--- config.mk ---
export PLATFORM = sky130hd
export DESIGN_NAME = pipeline_hazard_ctrl
export DESIGN_NICKNAME = d
export VERILOG_FILES = /design/src/rtl/pipeline_hazard_ctrl.sv
export SDC_FILE = /design/constraint.sdc
export NUM_CORES = 1
export LEC_CHECK = 0
export CORE_MARGIN = 2
export CORE_UTILIZATION = 45
export DETAILED_ROUTE_END_ITERATION = 8
export PLACE_DENSITY = 0.9
export SLEW_MARGIN = 5
export SYNTH_ARGS = -nofsm -noshare
export SYNTH_HDL_FRONTEND = slang
export SYNTH_SLANG_ARGS = --single-unit
--- constraint.sdc ---
create_clock -name clk -period 3.3 [get_ports clk]
set_clock_uncertainty 0.05 [all_clocks]
set_input_delay 0.495 -clock clk [delete_from_list [all_inputs] [get_ports clk]]
set_output_delay 0.495 -clock clk [all_outputs]
set_load 0.02 [all_outputs]
--- src/rtl/pipeline_hazard_ctrl.sv ---
// Hazard controller for the 5-stage RV32 pipeline: EX operand forwarding,
// load-use stalls, branch flushes and multi-cycle EX sequencing.
module pipeline_hazard_ctrl #(
  parameter int CNT_W         = 16,
  parameter int MC_MAX_CYCLES = 32
) (
  input  logic             clk,
  input  logic             reset,
  input  logic [4:0]       Rs1D,
  input  logic [4:0]       Rs2D,
  input  logic [4:0]       Rs1E,
  input  logic [4:0]       Rs2E,
  input  logic [4:0]       RdE,
  input  logic [4:0]       RdM,
  input  logic [4:0]       RdW,
  input  logic             LoadE,
  input  logic             RegWriteM,
  input  logic             RegWriteW,
  input  logic             PCSrcE,
  input  logic             MultiCycleE,
  input  logic             MultiCycleDone,
  output logic [1:0]       ForwardAE,
  output logic [1:0]       ForwardBE,
  output logic             StallF,
  output logic             StallD,
  output logic             StallE,
  output logic             FlushD,
  output logic             FlushE,
  output logic             FlushM,
  output logic [CNT_W-1:0] StallCount,
  output logic [CNT_W-1:0] FlushCount,
  output logic             McTimeout
);

  localparam int BC_W = $clog2(MC_MAX_CYCLES + 1);

  typedef enum logic {RUN, MC_BUSY} state_t;

  state_t          state, state_nxt;
  logic [BC_W-1:0] busy_cnt, busy_cnt_nxt;
  logic            timeout_set;
  logic            lw_stall;

  // MEM result is newer than WB, so it takes priority; x0 is never forwarded.
  always_comb begin
    ForwardAE = 2'b00;
    ForwardBE = 2'b00;
    if (!reset) begin
      if (RegWriteM && RdM != 5'd0 && RdM == Rs1E)      ForwardAE = 2'b10;
      else if (RegWriteW && RdW != 5'd0 && RdW == Rs1E) ForwardAE = 2'b01;
      if (RegWriteM && RdM != 5'd0 && RdM == Rs2E)      ForwardBE = 2'b10;
      else if (RegWriteW && RdW != 5'd0 && RdW == Rs2E) ForwardBE = 2'b01;
    end
  end

  assign lw_stall = LoadE && (RdE != 5'd0) && (RdE == Rs1D || RdE == Rs2D);

  // NOTE: every signal gets a default before the case so no path leaves one
  // unassigned; a missing default here would infer a latch.
  always_comb begin
    state_nxt    = state;
    busy_cnt_nxt = busy_cnt;
    timeout_set  = 1'b0;
    StallF       = 1'b0;
    StallD       = 1'b0;
    StallE       = 1'b0;
    FlushD       = 1'b0;
    FlushE       = 1'b0;
    FlushM       = 1'b0;
    case (state)
      RUN: begin
        if (MultiCycleE && !MultiCycleDone) begin
          {StallF, StallD, StallE, FlushM} = 4'b1111;
          state_nxt    = MC_BUSY;
          busy_cnt_nxt = BC_W'(1);
        end else if (PCSrcE) begin
          // A taken branch squashes the ID instruction, so its load-use stall is moot.
          {FlushD, FlushE} = 2'b11;
        end else if (lw_stall) begin
          {StallF, StallD, FlushE} = 3'b111;
        end
      end
      MC_BUSY: begin
        if (MultiCycleDone) begin
          state_nxt = RUN;
        end else if (busy_cnt == BC_W'(MC_MAX_CYCLES)) begin
          timeout_set = 1'b1;
          state_nxt   = RUN;
        end else begin
          {StallF, StallD, StallE, FlushM} = 4'b1111;
          busy_cnt_nxt = busy_cnt + BC_W'(1);
        end
      end
      default: state_nxt = RUN;
    endcase
    // Outputs are Mealy, so reset must mask them combinationally, not just at the next edge.
    if (reset) begin
      {StallF, StallD, StallE, FlushD, FlushE, FlushM} = 6'b0;
      timeout_set = 1'b0;
    end
  end

  // NOTE: sequential state uses non-blocking assignments so every register
  // samples the pre-edge values regardless of statement order.
  always_ff @(posedge clk or posedge reset) begin
    if (reset) begin
      state      <= RUN;
      busy_cnt   <= '0;
      StallCount <= '0;
      FlushCount <= '0;
      McTimeout  <= 1'b0;
    end else begin
      state    <= state_nxt;
      busy_cnt <= busy_cnt_nxt;
      if (timeout_set)                   McTimeout  <= 1'b1;
      if (StallF && StallCount != '1)    StallCount <= StallCount + CNT_W'(1);
      if (FlushD && FlushCount != '1)    FlushCount <= FlushCount + CNT_W'(1);
    end
  end

endmodule

# --- Yosys cells after proc, flatten, opt, wreduce, memory -nomap -nowiden ---
# Cells that the tools add are included.
word_totals:
  ff_bits: 40
  input_bits: 43
  out_inout_bits: 43
  word_cells: 70
classes:
  n_addsub: 3
  eq_ne: 12
  mux: 32
  n_bitwise: 1
  reduce_logical: 17
ops:
  columns: ["op", "n"]
  rows:
  - ["16-bit by 1-bit adder with 16-bit output, second input constant", 2]
  - ["16-bit inequality test, second input constant", 2]
  - ["5-bit equality test", 6]
  - ["1-bit 2-to-1 mux", 22]
  - ["6-bit 2-to-1 mux", 3]
  - ["5-bit nonzero test", 3]
  - ["6-bit case mux with 2 select lines", 1]
  - ["1-bit logical AND", 11]
  - ["2-bit 2-to-1 mux", 4]
  - ["6-bit by 1-bit adder with 6-bit output, second input constant", 1]
  - ["6-bit equality test, second input constant", 1]
  - ["2-bit inequality test, second input constant", 3]
  - ["1-bit case mux with 2 select lines", 2]
  - ["3-bit AND reduction", 1]
  - ["1-bit logical NOT", 1]
  - ["1-bit logical OR", 1]
  - ["1-bit inverter", 1]

# --- Depth between registers and ports, before layout ---
# Gate-level depths: netlist (run 1).
depth:
  depth_word: 9
  mapped_depth: 9
  mapped_depth_nobuf: 9

# --- Worst setup path before layout (run 1) ---
# Ideal clock, no wire load.
synth_path:
  path_type: "input to output"
  start: "in reset"
  end: "out ForwardAE[0]"
  arrival_ns: 2.729
  required_time_ns: 2.755
  setup_slack_ns: 0.026
  cell_stages: 4
  n_path_buf: 0
  cell_sequence: "inv_1 -> o211ai_1 -> or4_1 -> nor4_1"
synth_via:
  elab_chain_len: 1
synth_rtl:
  columns: ["element", "line", "source"]
  rows:
  - ["start: declaration", "8", "input logic reset,"]
  - ["2-bit 2-to-1 mux", "48", "if (!reset) begin"]
  - ["end: declaration", "22", "output logic [1:0] ForwardAE,"]
# Every way passes these cells.

# --- Worst setup path in the final report (run 1) ---
layout_path:
  start: "in RdE[1]"
  end: "out FlushE"
layout_via:
  elab_chain_len: 8
  elab_cells_between_ends: 11
  cone_classes: "2 x eq/ne; 5 x mux; 4 x reduce/logical"
layout_rtl:
  columns: ["element", "line", "source"]
  rows:
  - ["start: declaration", "13", "input logic [4:0] RdE,"]
  - ["5-bit equality test or 5-bit nonzero test (tied branches)", "56", "assign lw_stall = LoadE && (RdE != 5'd0) && (RdE == Rs1D || RdE == Rs2D);"]
  - ["1-bit logical OR or 1-bit logical AND (tied branches)", "56", null]
  - ["1-bit logical AND *", "56", null]
  - ["1-bit 2-to-1 mux *", "79", "end else if (lw_stall) begin"]
  - ["1-bit 2-to-1 mux *", "76", "end else if (PCSrcE) begin"]
  - ["1-bit 2-to-1 mux *", "72", "if (MultiCycleE && !MultiCycleDone) begin"]
  - ["1-bit 2-to-1 mux *", "70", "case (state)"]
  - ["1-bit 2-to-1 mux *", "97", "if (reset) begin"]
  - ["end: declaration", "28", "output logic FlushE,"]
# Mark *: on every way between the ends. The rest lies on a longest branch, timed or not.

==> impl_metrics.py, run 1 <==
metrics = {
    "pwr": {
        "power_density_nw_per_um2": 399,
        "p_leak_nw": 1.45,
        "ir_worst_vdd_uv": 320,
        "power_mw": 1.37,
    },
    "timing": {
        "maxSlewViolCount": 0,
        "worst_pin_slew_ps": 1050,
        "period_needed_ps": 3130,
        "relSlewSlack_pct": 29.6,
        "fmax_ghz": 0.320,
        "setup-violations-final": 0,
        "hold_ws_ps": 424,
        "hold_viol_final": 0,
        "period_share_pct": 94.7,
        "rsz0062_at_grt": "false",
    },
    "finish": {
        "fillers": 422,
        "finish.utilization_pct": 67.0,
        "drive_above_1_share_pct": 8.36,
        "multi_input_area_um2": 1310,
        "area_growth_pct": 43.8,
        "final_nets": 382,
        "antennaDiodeCount": 0,
        "layout.area.seq_um2": 1000,
    },
    "clocking": {
        "path_clk_slew_ps": 70,
        "cts.sinks": 40,
        "root_buffer": "clkbuf_8",
        "cts_buffers": 5,
        "htreeDepth": 2,
        "cts_buffer_depth": 2,
        "insertion_delay_ps": 290,
        "cts_tree": "built",
    },
    "yosys": {
        "syn_avg_cell_area_um2": 9.96,
        "async_flop_share_pct": 100,
        "yosysMostFrequentCell": "dfrtp_1",
        "ys_seq_area_share_pct": 42.0,
        "synth_seq_cells": 40,
        "synth_area_leaders": "dfrtp_1 (42%), xnor2_1 (12%), xor2_1 (10%)",
        "synth-main-ff-cell": "dfrtp_1",
        "synth_nets": 286,
        "synth_top_area_cell": "dfrtp_1",
        "synth_top_area_share_pct": 42.0,
        "synth_commonest_cells": "dfrtp_1 (40), xnor2_1 (32), xor2_1 (28)",
        "syn_area_um2": 2380,
        "synth_edf_count": 0,
        "synth_warnings": 0,
        "ys_types": 37,
        "syn_inst": 239,
    },
    "global_routing": {
        "grt_pass1_vias": 2084,
        "grt_pass1_wl_um": 9750,
        "track_usage_pct": 20.4,
        "grt.overflow.total": 0,
        "grt_max_degree": 41,
        "antenna_found_initial": 0,
    },
    "worst_setup_path": {
        "crit_buf_inv": 2,
        "endpoint_kind": "primary output",
        "cp_top_family": "buffers and inverters",
        "crit_chain": "clkdlybuf4s50_1 > or4_1 > o21ai_0 > nor2_1 > nor2_1 > nor4_1 > clkdlybuf4s50_1",
        "cp.arrival_ps": 2580,
        "worstPathRequired_ps": 2750,
        "cp_slowest_stage_delay_ps": 550,
        "cpMaxStageDelayCell": "clkdlybuf4s50_1",
        "criticalPathCategory": "primary input to primary output",
        "cp_max_fo": 3,
        "start_kind": "primary input",
    },
    "status": {
        "status": "complete, no violations",
    },
    "job": {
        "drv_cap": 0,
    },
    "floorplanning": {
        "start_util_pct": 46.6,
        "die-area_um2": 5890,
        "io_pins": 86,
        "die_w_um": 76.7,
        "fp.coreArea_um2": 5110,
        "die_h_um": 76.7,
        "rows": 26,
    },
    "routing": {
        "ant_nets": 0,
        "dr_total_vias": 2097,
        "wl_per_cell_um": 14.3,
        "firstDrtPassIters": 4,
        "drt_iter0_drc": 128,
        "post-route-drc-count": 0,
        "avgViaCountPerCell": 5.18,
        "finalWirelength_um": 5790,
    },
    "placement": {
        "routabilityCongestion": 0.829,
        "dpl.hpwl_um": 4550,
        "port_buffers": 85,
    },
    "min_path": {
        "hold_path_class": "register to register",
    },
}
[state kept, by name, summed over array words and instances, names as in the netlist]
register    flops
StallCount     16
state           1
busy_cnt        6
McTimeout       1
FlushCount     16
[cell type report]
type	count	share of cell area (%)
Clock buffer	6	2.12
Sequential cell	40	29.2
Inverter	8	0.877
Clock inverter	1	0.146
Multi-Input combinational cell	186	38.3
Tap cell	70	2.56
Timing Repair Buffer	94	26.8
[stage by stage]
stage,setup slack [ps],cells,setup TNS [ps],instance area (um2)
2_1_floorplan,26.0,239,0,2380
3_3_place_gp,22.6,398,0,3350
3_5_place_dp,-61.8,398,-112,3350
4_1_cts,182,405,0,3420
5_1_grt,59.6,405,0,3420
6_report,173,405,0,3420
[power by group]
part	total [mW]	internal [mW]	switching (mW)
Sequential	0.637	0.549	0.0882
Combinational	0.428	0.221	0.207
Clock	0.301	0.144	0.157
[cells by family after synthesis]
kind of cell / Yosys count / synth area share [%]
and+or+nand+nor: 99 / 23.5
adders and majority gates: 4 / 2.10
AOI/OAI and AO/OA: 21 / 6.46
buffers and inverters: 13 / 2.89
xor gates and xnor gates: 60 / 22.1
DFF: 40 / 42.0
muxes: 2 / 0.946
[worst paths after layout]
path | from | endpoint | slack (ps) | cells past startpoint
max in group asynchronous | reset | FlushCount[14] | 2150 | 3
hold / removal | McTimeout | McTimeout | 420 | 1
setup / recovery | RdE[1] | FlushE | 170 | 7
hold reg to reg | McTimeout | McTimeout | 420 | 1
setup reg to reg | busy_cnt[0] | StallCount[1] | 750 | 7
min in group asynchronous | reset | FlushCount[3] | 700 | 3
[per-layer routing]
| metal | part of all wire [%] | up-vias | global-route usage, % |
|---|---|---|---|
| li1 | - | 1023 | - |
| met1 | 42 | 988 | 25.4 |
| met2 | 49 | 82 | 34.6 |
| met3 | 7.2 | 4 | 6.00 |
| met4 | 1.0 | 0 | 5.45 |
| met5 | 0 | - | 0 |
[placed cells by master (no fill, tap or decap), types with 2 or more instances in the layout]
cell              n
nand4_1          11
xnor2_1          32
and4_1            2
dfrtp_1          40
nor4_1            6
nor2_1           14
or4_1             5
dlygate4sd2_1     2
clkdlybuf4s50_1  83
nor2b_1           2
o21ai_0           7
or2_2             2
a211oi_2          2
and3_1            4
mux2_2            2
and2_1            4
nand2_1          19
a21o_1            2
o21a_1            2
buf_4             9
ha_1              4
and3_2            2
nor3_1            7
clkbuf_8          5
nand3_1          16
xor2_1           28
o31ai_1           3
inv_1             8
[what timing repair did]
action / CTS / global route
hold buffers: 0 / 0
gates resized for setup: 2 / 0
buffers inserted: 0 / 0
setup endpoints to repair: 2 / 0
No activity file was read; power rests on OpenSTA's default activity.
==> run 2, diff against run 1 <==
MAX_ROUTING_LAYER = met4   (was default)
==> impl_metrics.py, run 2 (same netlist as run 1, synthesis figures left out) <==
metrics = {
    "floorplanning": {
        "die_w_um": 76.7,
        "start_util_pct": 46.6,
        "die_h_um": 76.7,
        "die-area_um2": 5890,
        "rows": 26,
        "io_pins": 86,
        "fp.coreArea_um2": 5110,
    },
    "worst_setup_path": {
        "cp_slowest_stage_delay_ps": 550,
        "worst_r2r_path_depth": 7,
        "crit_chain": "clkdlybuf4s50_1 > or4_1 > o21ai_0 > nor2_1 > nor2_1 > nor4_1 > clkdlybuf4s50_1",
        "start_kind": "primary input",
        "endpoint_kind": "primary output",
        "cp.arrival_ps": 2580,
        "cpMaxStageDelayCell": "clkdlybuf4s50_1",
        "cp_max_fo": 3,
        "worstPathRequired_ps": 2750,
        "criticalPathCategory": "primary input to primary output",
    },
    "global_routing": {
        "antenna_found_initial": 0,
        "grt_pass1_wl_um": 9720,
        "grt_max_degree": 41,
        "track_usage_pct": 20.9,
        "grt.overflow.total": 0,
        "grt_pass1_vias": 2089,
    },
    "finish": {
        "fin_cells": 405,
        "layout.area.seq_um2": 1000,
        "area_growth_pct": 43.8,
        "final_nets": 382,
        "drive_above_1_share_pct": 8.36,
        "antennaDiodeCount": 0,
        "fillers": 422,
        "multi_input_area_um2": 1310,
        "final_cell_mix": "clkdlybuf4s50_1 (83), dfrtp_1 (40), xnor2_1 (32)",
        "layout_commonest_cell": "clkdlybuf4s50_1",
        "top_regs": "FlushCount: 16 flops, StallCount: 16 flops, busy_cnt: 6 flops",
    },
    "pwr": {
        "pwr-share-clk_pct": 22.0,
        "sw_frac_of_total_pct": 33.1,
        "power_density_nw_per_um2": 399,
        "ir_worst_vdd_uv": 320,
        "p_leak_nw": 1.45,
        "power_frac_comb_pct": 31.4,
        "p_int_mw": 0.913,
        "p_sw_mw": 0.452,
        "seqPwrFrac_pct": 46.7,
    },
    "clocking": {
        "cts_buffers": 5,
        "insertion_delay_ps": 280,
        "htreeDepth": 2,
        "root_buffer": "clkbuf_8",
        "cts_tree": "built",
        "path_clk_slew_ps": 70,
        "cts_buffer_depth": 2,
        "cts.sinks": 40,
    },
    "status": {
        "status": "complete, no violations",
    },
    "timing": {
        "relSlewSlack_pct": 29.9,
        "worst_pin_slew_ps": 1050,
        "period_needed_ps": 3130,
        "maxSlewViolCount": 0,
        "period_share_pct": 94.7,
        "fmax_ghz": 0.320,
        "setup_ws_ps": 174,
        "setup_tns_ps": 0,
        "hold_viol_final": 0,
        "setup-violations-final": 0,
        "rsz0062_at_grt": "false",
    },
    "min_path": {
        "hold_path_class": "register to register",
        "holdPathStages": 1,
    },
    "routing": {
        "wl_per_cell_um": 14.3,
        "drt_iter0_drc": 144,
        "post-route-drc-count": 0,
        "ant_nets": 0,
        "firstDrtPassIters": 4,
        "avgViaCountPerCell": 5.21,
        "finalWirelength_um": 5790,
        "dr_total_vias": 2111,
    },
    "job": {
        "drv_cap": 0,
    },
    "placement": {
        "place_inst": 398,
        "post-place-ws_ps": -61.8,
        "dpl.hpwl_um": 4550,
        "port_buffers": 85,
        "routabilityCongestion": 0.842,
    },
}
-- run 2: cell counts in the layout (fill, tap and decap cells not counted) --
Identical to the previous run, type by type.
-- run 2: per-stage QoR --
stage	utilization (%)	total power, mW	hold WS, ps	area, um2
floorplan	-	0.844	388	2380
detailed placement	65.6	1.07	412	3350
global route	67.0	1.44	453	3420
finish	67.0	1.36	423	3420
global placement	65.6	1.05	402	3350
CTS	67.0	1.38	428	3420
-- run 2: cell type report --
class | instances | share of cell area (%)
clock buffers | 6 | 2.12
clock inverters | 1 | 0.146
inverters | 8 | 0.877
multi-input cells | 186 | 38.3
flip-flops and latches | 40 | 29.2
well taps | 70 | 2.56
repair buffers | 94 | 26.8
-- run 2: final timing paths --
| check | from | endpoint | slack [ps] |
|---|---|---|---|
| min reg2reg | McTimeout | McTimeout | 420 |
| max in group asynchronous | reset | StallCount[8] | 2170 |
| max reg2reg | busy_cnt[0] | StallCount[1] | 760 |
| max | RdE[1] | FlushE | 170 |
| min in group asynchronous | reset | FlushCount[3] | 680 |
| min | McTimeout | McTimeout | 420 |
-- run 2: what timing repair did --
item | 4_1_cts | 5_1_grt
setup endpoints to repair | 2 | 0
hold buffers | 0 | 0
buffers inserted | 0 | 0
gates resized for setup | 2 | 0
hold endpoints to repair | 0 | 0
-- run 2: critical path, delay by kind of cell --
kind	cells	cell delay [ps]
buf+inv	2	1020
compound gates	1	300
simple gates	4	760
-- run 2: power by group through the flow --
stage / registers (mW) / clock network [mW] / logic, mW
finish: 0.637 / 0.300 / 0.428
global placement: 0.640 / 0 / 0.415
detailed placement: 0.641 / 0 / 0.431
CTS: 0.635 / 0.309 / 0.434
global route: 0.647 / 0.332 / 0.465
floorplan: 0.683 / 0 / 0.160
-- run 2: routing by layer --
layer | share of wire (%) | global-route usage [%] | vias to the layer above
li1 | - | - | 1023
met1 | 43 | 25.5 | 996
met2 | 49 | 34.6 | 84
met3 | 6.4 | 5.53 | 8
met4 | 1.1 | 5.45 | 0
met5 | 0 | - | -
